--- src/rtl/flag_register_if.sv ---
// flag_register_if: ALU-side flag inputs, operation strobes and F/F' outputs of the Z80 flag register.
interface flag_register_if;
    logic [15:0] notResult;
    logic        notCY4;
    logic        notCY8;
    logic        CY12;
    logic        CY16;
    logic        notIsResultLow0;
    logic        is8bitOverflow;
    logic        is16bitOverflow;
    logic        notIs8bitEvenParity;
    logic        DAA_Flag_H;
    logic        notDAACY8;
    logic        notLow0;
    logic        notLow7;
    logic [7:0]  notDin;
    logic        PA_FLAG_ARITH8;
    logic        PA_FLAG_LOGIC;
    logic        PA_FLAG_ROTA;
    logic        PA_FLAG_SHIFT;
    logic        PA_FLAG_ADD16;
    logic        PA_FLAG_ADC16_LOW;
    logic        PA_FLAG_ADC16_HIGH;
    logic        PA_FLAG_DAA;
    logic        PA_FLAG_SCF;
    logic        PA_FLAG_CCF;
    logic        PA_FLAG_LOAD;
    logic        PA_FLAG_EXAF;
    logic        PA_FLAG_SUB;
    logic        PA_FLAG_LEFT;
    logic [7:0]  notF;
    logic        Flag_C;
    logic [7:0]  notFshadow;
    logic        adcPending;

    modport master (
        output notResult, notCY4, notCY8, CY12, CY16, notIsResultLow0, is8bitOverflow,
               is16bitOverflow, notIs8bitEvenParity, DAA_Flag_H, notDAACY8, notLow0, notLow7,
               notDin, PA_FLAG_ARITH8, PA_FLAG_LOGIC, PA_FLAG_ROTA, PA_FLAG_SHIFT, PA_FLAG_ADD16,
               PA_FLAG_ADC16_LOW, PA_FLAG_ADC16_HIGH, PA_FLAG_DAA, PA_FLAG_SCF, PA_FLAG_CCF,
               PA_FLAG_LOAD, PA_FLAG_EXAF, PA_FLAG_SUB, PA_FLAG_LEFT,
        input  notF, Flag_C, notFshadow, adcPending
    );

    modport slave (
        input  notResult, notCY4, notCY8, CY12, CY16, notIsResultLow0, is8bitOverflow,
               is16bitOverflow, notIs8bitEvenParity, DAA_Flag_H, notDAACY8, notLow0, notLow7,
               notDin, PA_FLAG_ARITH8, PA_FLAG_LOGIC, PA_FLAG_ROTA, PA_FLAG_SHIFT, PA_FLAG_ADD16,
               PA_FLAG_ADC16_LOW, PA_FLAG_ADC16_HIGH, PA_FLAG_DAA, PA_FLAG_SCF, PA_FLAG_CCF,
               PA_FLAG_LOAD, PA_FLAG_EXAF, PA_FLAG_SUB, PA_FLAG_LEFT,
        output notF, Flag_C, notFshadow, adcPending
    );
endinterface

--- src/rtl/flag_register.sv ---
// flag_register: Z80 F register with two-pass ADC16/SBC16 flag sequencing.
// The F' shadow and EXAF swap exist only when FLAG_SHADOW_EN is defined.
module flag_register (
    input  logic            i_clock,
    input  logic            i_reset,
    flag_register_if.slave  bus
);
    typedef enum logic {IDLE, HIGH_PENDING} state_t;

    state_t      r_state, w_state_next;
    logic [7:0]  r_f, w_f_next;
    logic        r_zlow, w_zlow_next;
    logic [15:0] w_res;
    logic [7:0]  w_r, w_rh;
    logic        w_sub, w_z8, w_h8, w_c8, w_par, w_cshift;

    assign w_res    = ~bus.notResult;
    assign w_r      = w_res[7:0];
    assign w_rh     = w_res[15:8];
    assign w_sub    = bus.PA_FLAG_SUB;
    assign w_z8     = ~bus.notIsResultLow0;
    // Subtract: the ALU's raw carries are inverted borrows, so H/C flip polarity
    assign w_h8     = w_sub ? bus.notCY4 : ~bus.notCY4;
    assign w_c8     = w_sub ? bus.notCY8 : ~bus.notCY8;
    assign w_par    = ~bus.notIs8bitEvenParity;
    assign w_cshift = bus.PA_FLAG_LEFT ? ~bus.notLow7 : ~bus.notLow0;

`ifdef FLAG_SHADOW_EN
    logic [7:0] r_fs, w_fs_next;

    always_ff @(posedge i_clock)
        if (i_reset) r_fs <= 8'h00;
        else         r_fs <= w_fs_next;

    assign bus.notFshadow = ~r_fs;
`else
    assign bus.notFshadow = 8'hFF;
`endif

    always_comb begin
        w_f_next     = r_f;
        w_state_next = r_state;
        w_zlow_next  = r_zlow;
`ifdef FLAG_SHADOW_EN
        w_fs_next    = r_fs;
`endif
        if (bus.PA_FLAG_LOAD) begin
            w_f_next     = ~bus.notDin;
            w_state_next = IDLE;
        end else if (bus.PA_FLAG_EXAF) begin
`ifdef FLAG_SHADOW_EN
            w_f_next  = r_fs;
            w_fs_next = r_f;
`endif
            w_state_next = IDLE;
        end else if (bus.PA_FLAG_ADC16_HIGH && r_state == HIGH_PENDING) begin
            w_f_next     = {w_rh[7], r_zlow & (w_rh == 8'h00), w_rh[5], bus.CY12 ^ w_sub,
                            w_rh[3], bus.is16bitOverflow, w_sub, bus.CY16 ^ w_sub};
            w_state_next = IDLE;
        end else if (bus.PA_FLAG_ADC16_LOW) begin
            w_f_next     = {r_f[7:1], w_c8};
            w_zlow_next  = w_z8;
            w_state_next = HIGH_PENDING;
        end else if (bus.PA_FLAG_ARITH8)
            w_f_next = {w_r[7], w_z8, w_r[5], w_h8, w_r[3], bus.is8bitOverflow, w_sub, w_c8};
        else if (bus.PA_FLAG_LOGIC)
            w_f_next = {w_r[7], w_z8, w_r[5], 1'b1, w_r[3], w_par, 2'b00};
        else if (bus.PA_FLAG_ROTA)
            w_f_next = {r_f[7:6], w_r[5], 1'b0, w_r[3], r_f[2], 1'b0, w_cshift};
        else if (bus.PA_FLAG_SHIFT)
            w_f_next = {w_r[7], w_z8, w_r[5], 1'b0, w_r[3], w_par, 1'b0, w_cshift};
        else if (bus.PA_FLAG_ADD16)
            w_f_next = {r_f[7:6], w_res[13], bus.CY12 ^ w_sub, w_res[11], r_f[2], 1'b0, bus.CY16 ^ w_sub};
        else if (bus.PA_FLAG_DAA)
            w_f_next = {w_r[7], w_z8, w_r[5], bus.DAA_Flag_H, w_r[3], w_par, r_f[1], ~bus.notDAACY8};
        else if (bus.PA_FLAG_SCF)
            w_f_next = {r_f[7:5], 1'b0, r_f[3:2], 2'b01};
        else if (bus.PA_FLAG_CCF)
            w_f_next = {r_f[7:5], r_f[0], r_f[3:2], 1'b0, ~r_f[0]};
    end

    always_ff @(posedge i_clock) begin
        if (i_reset) begin
            r_state <= IDLE;
            r_f     <= 8'h00;
            r_zlow  <= 1'b0;
        end else begin
            r_state <= w_state_next;
            r_f     <= w_f_next;
            r_zlow  <= w_zlow_next;
        end
    end

    assign bus.notF       = ~r_f;
    assign bus.Flag_C     = r_f[0];
    assign bus.adcPending = (r_state == HIGH_PENDING);
endmodule

--- src/flat_wrapper.sv ---
// flat-port wrapper written by rule: the top's interface ports become plain ports
module flag_register_flat 
  (i_clock, i_reset, bus_notResult, bus_notCY4, bus_notCY8, bus_CY12, bus_CY16, bus_notIsResultLow0, bus_is8bitOverflow, bus_is16bitOverflow, bus_notIs8bitEvenParity, bus_DAA_Flag_H, bus_notDAACY8, bus_notLow0, bus_notLow7, bus_notDin, bus_PA_FLAG_ARITH8, bus_PA_FLAG_LOGIC, bus_PA_FLAG_ROTA, bus_PA_FLAG_SHIFT, bus_PA_FLAG_ADD16, bus_PA_FLAG_ADC16_LOW, bus_PA_FLAG_ADC16_HIGH, bus_PA_FLAG_DAA, bus_PA_FLAG_SCF, bus_PA_FLAG_CCF, bus_PA_FLAG_LOAD, bus_PA_FLAG_EXAF, bus_PA_FLAG_SUB, bus_PA_FLAG_LEFT, bus_notF, bus_Flag_C, bus_notFshadow, bus_adcPending);
  flag_register_if bus_i ();
  input  logic i_clock;
  input  logic i_reset;
  input wire logic [$bits(bus_i.notResult)-1:0] bus_notResult;
  input wire logic [$bits(bus_i.notCY4)-1:0] bus_notCY4;
  input wire logic [$bits(bus_i.notCY8)-1:0] bus_notCY8;
  input wire logic [$bits(bus_i.CY12)-1:0] bus_CY12;
  input wire logic [$bits(bus_i.CY16)-1:0] bus_CY16;
  input wire logic [$bits(bus_i.notIsResultLow0)-1:0] bus_notIsResultLow0;
  input wire logic [$bits(bus_i.is8bitOverflow)-1:0] bus_is8bitOverflow;
  input wire logic [$bits(bus_i.is16bitOverflow)-1:0] bus_is16bitOverflow;
  input wire logic [$bits(bus_i.notIs8bitEvenParity)-1:0] bus_notIs8bitEvenParity;
  input wire logic [$bits(bus_i.DAA_Flag_H)-1:0] bus_DAA_Flag_H;
  input wire logic [$bits(bus_i.notDAACY8)-1:0] bus_notDAACY8;
  input wire logic [$bits(bus_i.notLow0)-1:0] bus_notLow0;
  input wire logic [$bits(bus_i.notLow7)-1:0] bus_notLow7;
  input wire logic [$bits(bus_i.notDin)-1:0] bus_notDin;
  input wire logic [$bits(bus_i.PA_FLAG_ARITH8)-1:0] bus_PA_FLAG_ARITH8;
  input wire logic [$bits(bus_i.PA_FLAG_LOGIC)-1:0] bus_PA_FLAG_LOGIC;
  input wire logic [$bits(bus_i.PA_FLAG_ROTA)-1:0] bus_PA_FLAG_ROTA;
  input wire logic [$bits(bus_i.PA_FLAG_SHIFT)-1:0] bus_PA_FLAG_SHIFT;
  input wire logic [$bits(bus_i.PA_FLAG_ADD16)-1:0] bus_PA_FLAG_ADD16;
  input wire logic [$bits(bus_i.PA_FLAG_ADC16_LOW)-1:0] bus_PA_FLAG_ADC16_LOW;
  input wire logic [$bits(bus_i.PA_FLAG_ADC16_HIGH)-1:0] bus_PA_FLAG_ADC16_HIGH;
  input wire logic [$bits(bus_i.PA_FLAG_DAA)-1:0] bus_PA_FLAG_DAA;
  input wire logic [$bits(bus_i.PA_FLAG_SCF)-1:0] bus_PA_FLAG_SCF;
  input wire logic [$bits(bus_i.PA_FLAG_CCF)-1:0] bus_PA_FLAG_CCF;
  input wire logic [$bits(bus_i.PA_FLAG_LOAD)-1:0] bus_PA_FLAG_LOAD;
  input wire logic [$bits(bus_i.PA_FLAG_EXAF)-1:0] bus_PA_FLAG_EXAF;
  input wire logic [$bits(bus_i.PA_FLAG_SUB)-1:0] bus_PA_FLAG_SUB;
  input wire logic [$bits(bus_i.PA_FLAG_LEFT)-1:0] bus_PA_FLAG_LEFT;
  output wire logic [$bits(bus_i.notF)-1:0] bus_notF;
  output wire logic [$bits(bus_i.Flag_C)-1:0] bus_Flag_C;
  output wire logic [$bits(bus_i.notFshadow)-1:0] bus_notFshadow;
  output wire logic [$bits(bus_i.adcPending)-1:0] bus_adcPending;
  assign bus_i.notResult = bus_notResult;
  assign bus_i.notCY4 = bus_notCY4;
  assign bus_i.notCY8 = bus_notCY8;
  assign bus_i.CY12 = bus_CY12;
  assign bus_i.CY16 = bus_CY16;
  assign bus_i.notIsResultLow0 = bus_notIsResultLow0;
  assign bus_i.is8bitOverflow = bus_is8bitOverflow;
  assign bus_i.is16bitOverflow = bus_is16bitOverflow;
  assign bus_i.notIs8bitEvenParity = bus_notIs8bitEvenParity;
  assign bus_i.DAA_Flag_H = bus_DAA_Flag_H;
  assign bus_i.notDAACY8 = bus_notDAACY8;
  assign bus_i.notLow0 = bus_notLow0;
  assign bus_i.notLow7 = bus_notLow7;
  assign bus_i.notDin = bus_notDin;
  assign bus_i.PA_FLAG_ARITH8 = bus_PA_FLAG_ARITH8;
  assign bus_i.PA_FLAG_LOGIC = bus_PA_FLAG_LOGIC;
  assign bus_i.PA_FLAG_ROTA = bus_PA_FLAG_ROTA;
  assign bus_i.PA_FLAG_SHIFT = bus_PA_FLAG_SHIFT;
  assign bus_i.PA_FLAG_ADD16 = bus_PA_FLAG_ADD16;
  assign bus_i.PA_FLAG_ADC16_LOW = bus_PA_FLAG_ADC16_LOW;
  assign bus_i.PA_FLAG_ADC16_HIGH = bus_PA_FLAG_ADC16_HIGH;
  assign bus_i.PA_FLAG_DAA = bus_PA_FLAG_DAA;
  assign bus_i.PA_FLAG_SCF = bus_PA_FLAG_SCF;
  assign bus_i.PA_FLAG_CCF = bus_PA_FLAG_CCF;
  assign bus_i.PA_FLAG_LOAD = bus_PA_FLAG_LOAD;
  assign bus_i.PA_FLAG_EXAF = bus_PA_FLAG_EXAF;
  assign bus_i.PA_FLAG_SUB = bus_PA_FLAG_SUB;
  assign bus_i.PA_FLAG_LEFT = bus_PA_FLAG_LEFT;
  assign bus_notF = bus_i.notF;
  assign bus_Flag_C = bus_i.Flag_C;
  assign bus_notFshadow = bus_i.notFshadow;
  assign bus_adcPending = bus_i.adcPending;
  flag_register u_core (.i_clock(i_clock), .i_reset(i_reset), .bus(bus_i));
endmodule
--- config.mk ---
export PLATFORM = sky130hd
export DESIGN_NAME = flag_register_flat
export DESIGN_NICKNAME = d
export VERILOG_FILES = /design/src/rtl/flag_register_if.sv /design/src/rtl/flag_register.sv /design/src/flat_wrapper.sv
export SDC_FILE = /design/constraint.sdc
export NUM_CORES = 1
export LEC_CHECK = 0
export ABC_AREA = 0
export CORE_MARGIN = 2
export CORE_UTILIZATION = 34
export DETAILED_ROUTE_END_ITERATION = 8
export HOLD_SLACK_MARGIN = 0.03
export PLACE_DENSITY = 0.8
export SLEW_MARGIN = 20
export SYNTH_ARGS = -nofsm -noshare
export SYNTH_HDL_FRONTEND = slang
export SYNTH_SLANG_ARGS = --single-unit
--- constraint.sdc ---
create_clock -name i_clock -period 2.36 [get_ports i_clock]
set_input_delay 0.236 -clock i_clock [delete_from_list [all_inputs] [get_ports i_clock]]
set_output_delay 0.236 -clock i_clock [all_outputs]
set_load 0.03 [all_outputs]
==> flow_summary.json <==
{
  "setup_viol": 0,
  "cts_buffers": 3,
  "dp_hpwl_um": 2486,
  "end_kind": "flop",
  "synthTopCellsByArea": "dfxtp_1 (21%), buf_4 (7.0%), a21oi_1 (4.7%)",
  "syn_to_final_growth_pct": 65.45,
  "r2r_cells": 4,
  "min_from": "u_core.r_f[3]",
  "p_seq_frac": 0.306,
  "hold_end": "u_core.r_f[3]",
  "r2r-start": "u_core.bus.adcPending",
  "cts-resized-gates": 0,
  "synth.most_common_cell": "inv_1",
  "grt_pass1_wl_um": 4988,
  "place_congestion": 0.8530,
  "root_buffer": "clkbuf_4",
  "synthTopCellsByCount": "inv_1 (11), dfxtp_1 (10)",
  "cp-start-kind": "primary input",
  "switching_power_uw": 204.1,
  "grt_pass1_vias": 1169,
  "p_clk_frac": 0.260,
  "slew_viol_final": 0,
  "combPwrFrac": 0.434,
  "grt.overflow.total": 0,
  "num_antenna_cells": 0,
  "tritoncts": "done",
  "die_x_um": 57.23,
  "grt_max_degree": 11,
  "internal_power_uw": 413.0,
  "layout-drive-gt1-share": 0.07813,
  "crit_fanout": 2,
  "synth_top_area_frac": 0.2078,
  "worstPathArrival_ns": 2.13,
  "synth_edf_count": 0,
  "path_class": "primary input to flop",
  "synth.avg_cell_area_um2": 7.244,
  "reg2reg_slack_ns": 0.73,
  "clk_path_buf_depth": 2,
  "syn_inst": 133,
  "grtUsageTotal": 0.1924,
  "layout_setup_ws_ns": 0.3859,
  "run_status": "finished clean",
  "clk_latency_ns": 0.28,
  "max-vdd-ir-drop_v": 0.0002906,
  "yosys_warnings": 0,
  "synth_seq_cells": 10,
  "start_util": 0.3524,
  "routedWlPerCell_um": 13.76,
  "synthFlopType": "dfxtp_1",
  "cts_setup_buffers": 0,
  "synth_top_area_cell": "dfxtp_1",
  "place_ws_ns": 0.1059,
  "drc": 0,
  "clock_skew_ns": 0.01440,
  "rr_endpoint": "u_core.r_f[3]",
  "cts_hold_buf": 0,
  "grt_setup_unrepaired": "false",
  "worstMarginPinSlew_ns": 0.5773,
  "critPathRequiredTime_ns": 2.52,
  "io_buffer_count": 56,
  "async_reset_ff_frac": 0,
  "rows": 19,
  "ant_nets": 0,
  "min_period_ns": 1.974,
  "pin_count": 70,
  "drt-total-wl_um": 3068,
  "hold_depth": 1,
  "p_per_area_mw_per_mm2": 387.1,
  "path_clk_slew_ns": 0.06,
  "drt_iter0_markers": 42,
  "cap_violations": 0,
  "core_area_mm2": 0.002734,
  "hold_path_class": "flop to flop",
  "dr.pass1.iters": 4,
  "finalSetupTns_ns": 0,
  "die_area_mm2": 0.003275,
  "vias": 1231,
  "cts-htree-levels": 1,
  "final_nets": 245,
  "syn_area_um2": 963.4,
  "clock_sinks": 10,
  "swShare": 0.3307,
  "yosysUniqueCellTypes": 41,
  "hold_viol": 0,
  "die_h_um": 57.23,
  "yosysSeqAreaShare": 0.2078,
  "max_slew_margin": 0.6051,
  "period_share": 0.8365,
  "fmax_mhz": 506.6,
  "cellLeakagePower_uw": 0.0005928,
  "finalPower_uw": 617.1,
  "finish.utilization": 0.5831,
  "avgViaCountPerCell": 5.520,
  "antenna_found_initial": 0
}
layout by cell type, fill, tap and decap left out, types with 2 or more instances in the layout:
cell,count
o32ai_1,3
clkbuf_4,3
nor4_1,4
a221oi_1,2
o21ai_0,7
nor2b_1,2
nor3_1,2
o211ai_1,5
or4_4,2
inv_1,11
a31oi_1,2
nor2_1,9
dfxtp_1,10
a32o_1,2
nand2_1,9
a21o_1,3
buf_4,9
nand4b_1,2
a211oi_1,2
clkdlybuf4s50_1,56
xnor2_1,2
conb_1,8
a311oi_1,3
o221ai_1,3
a21oi_1,9
xor2_1,2
nand3_1,4
a211o_1,2
power by group through the flow:
stage | Sequential [uW] | Clock (uW) | Combinational [uW]
2_1_floorplan | 194 | 0 | 135
6_report | 189 | 160 | 268
3_5_place_dp | 193 | 0 | 265
5_1_grt | 190 | 167 | 288
3_3_place_gp | 192 | 0 | 263
4_1_cts | 189 | 160 | 267
metrics by stage:
step                      hold WS (ns)  cell area, um2  instances
after floorplan                 0.3141           989.7        140
after global placement          0.4515            1558        219
after detailed placement        0.4616            1558        219
after CTS                       0.4769            1594        223
after global routing            0.5151            1594        223
final                           0.4789            1594        223
cells by family (layout without fill, tap and decap cells):
group                  after synthesis  count (layout)  synth area share
other                                1               8          0.003892
XOR/XNOR                             4               4           0.03637
AND/OR/NAND/NOR                     38              38            0.2117
buffers and inverters               28              80            0.1454
multiplexers                         1               1           0.01039
flip-flops                          10              10            0.2078
AO/OA/AOI/OAI                       51              51            0.3844
how the worst max path moves through the flow:
stage                     to  cells after the start                from  slack [ns]
3_3_place_gp   u_core.r_f[3]                      5   bus_PA_FLAG_SHIFT        0.12
2_1_floorplan  u_core.r_f[3]                      5  bus_PA_FLAG_ARITH8        0.56
3_5_place_dp   u_core.r_f[3]                      5   bus_PA_FLAG_SHIFT        0.11
4_1_cts        u_core.r_f[3]                      5   bus_PA_FLAG_SHIFT        0.38
6_report       u_core.r_f[3]                      5   bus_PA_FLAG_SHIFT        0.39
5_1_grt        u_core.r_f[3]                      5   bus_PA_FLAG_SHIFT        0.34
layout make-up:
type	count	area, um2
inverters	11	41.29
multi-input cells	102	649.4
flip-flops and latches	10	200.2
fillers	253	1140
clock buffers	4	36.28
well taps	31	38.79
repair buffers	65	628.1
metal layers:
layer	up-vias	part of all wire	global-route usage
met5	-	0	0
met4	0	0.018	0.07973
met3	7	0.079	0.03175
met2	57	0.48	0.3284
met1	558	0.42	0.2399
li1	609	-	-
critical path: stages:
cell and delay [ns]:
clkdlybuf4s50_1 0.43, or4_4 0.54, or4_4 0.49, and3b_1 0.21, a32o_1 0.24
sequential cells by signal, summed over array words and instances (netlist names):
name,flops
u_core.r_f,8
u_core.bus.adcPending,1
u_core.r_zlow,1
Power figures use the tool's default switching activity.
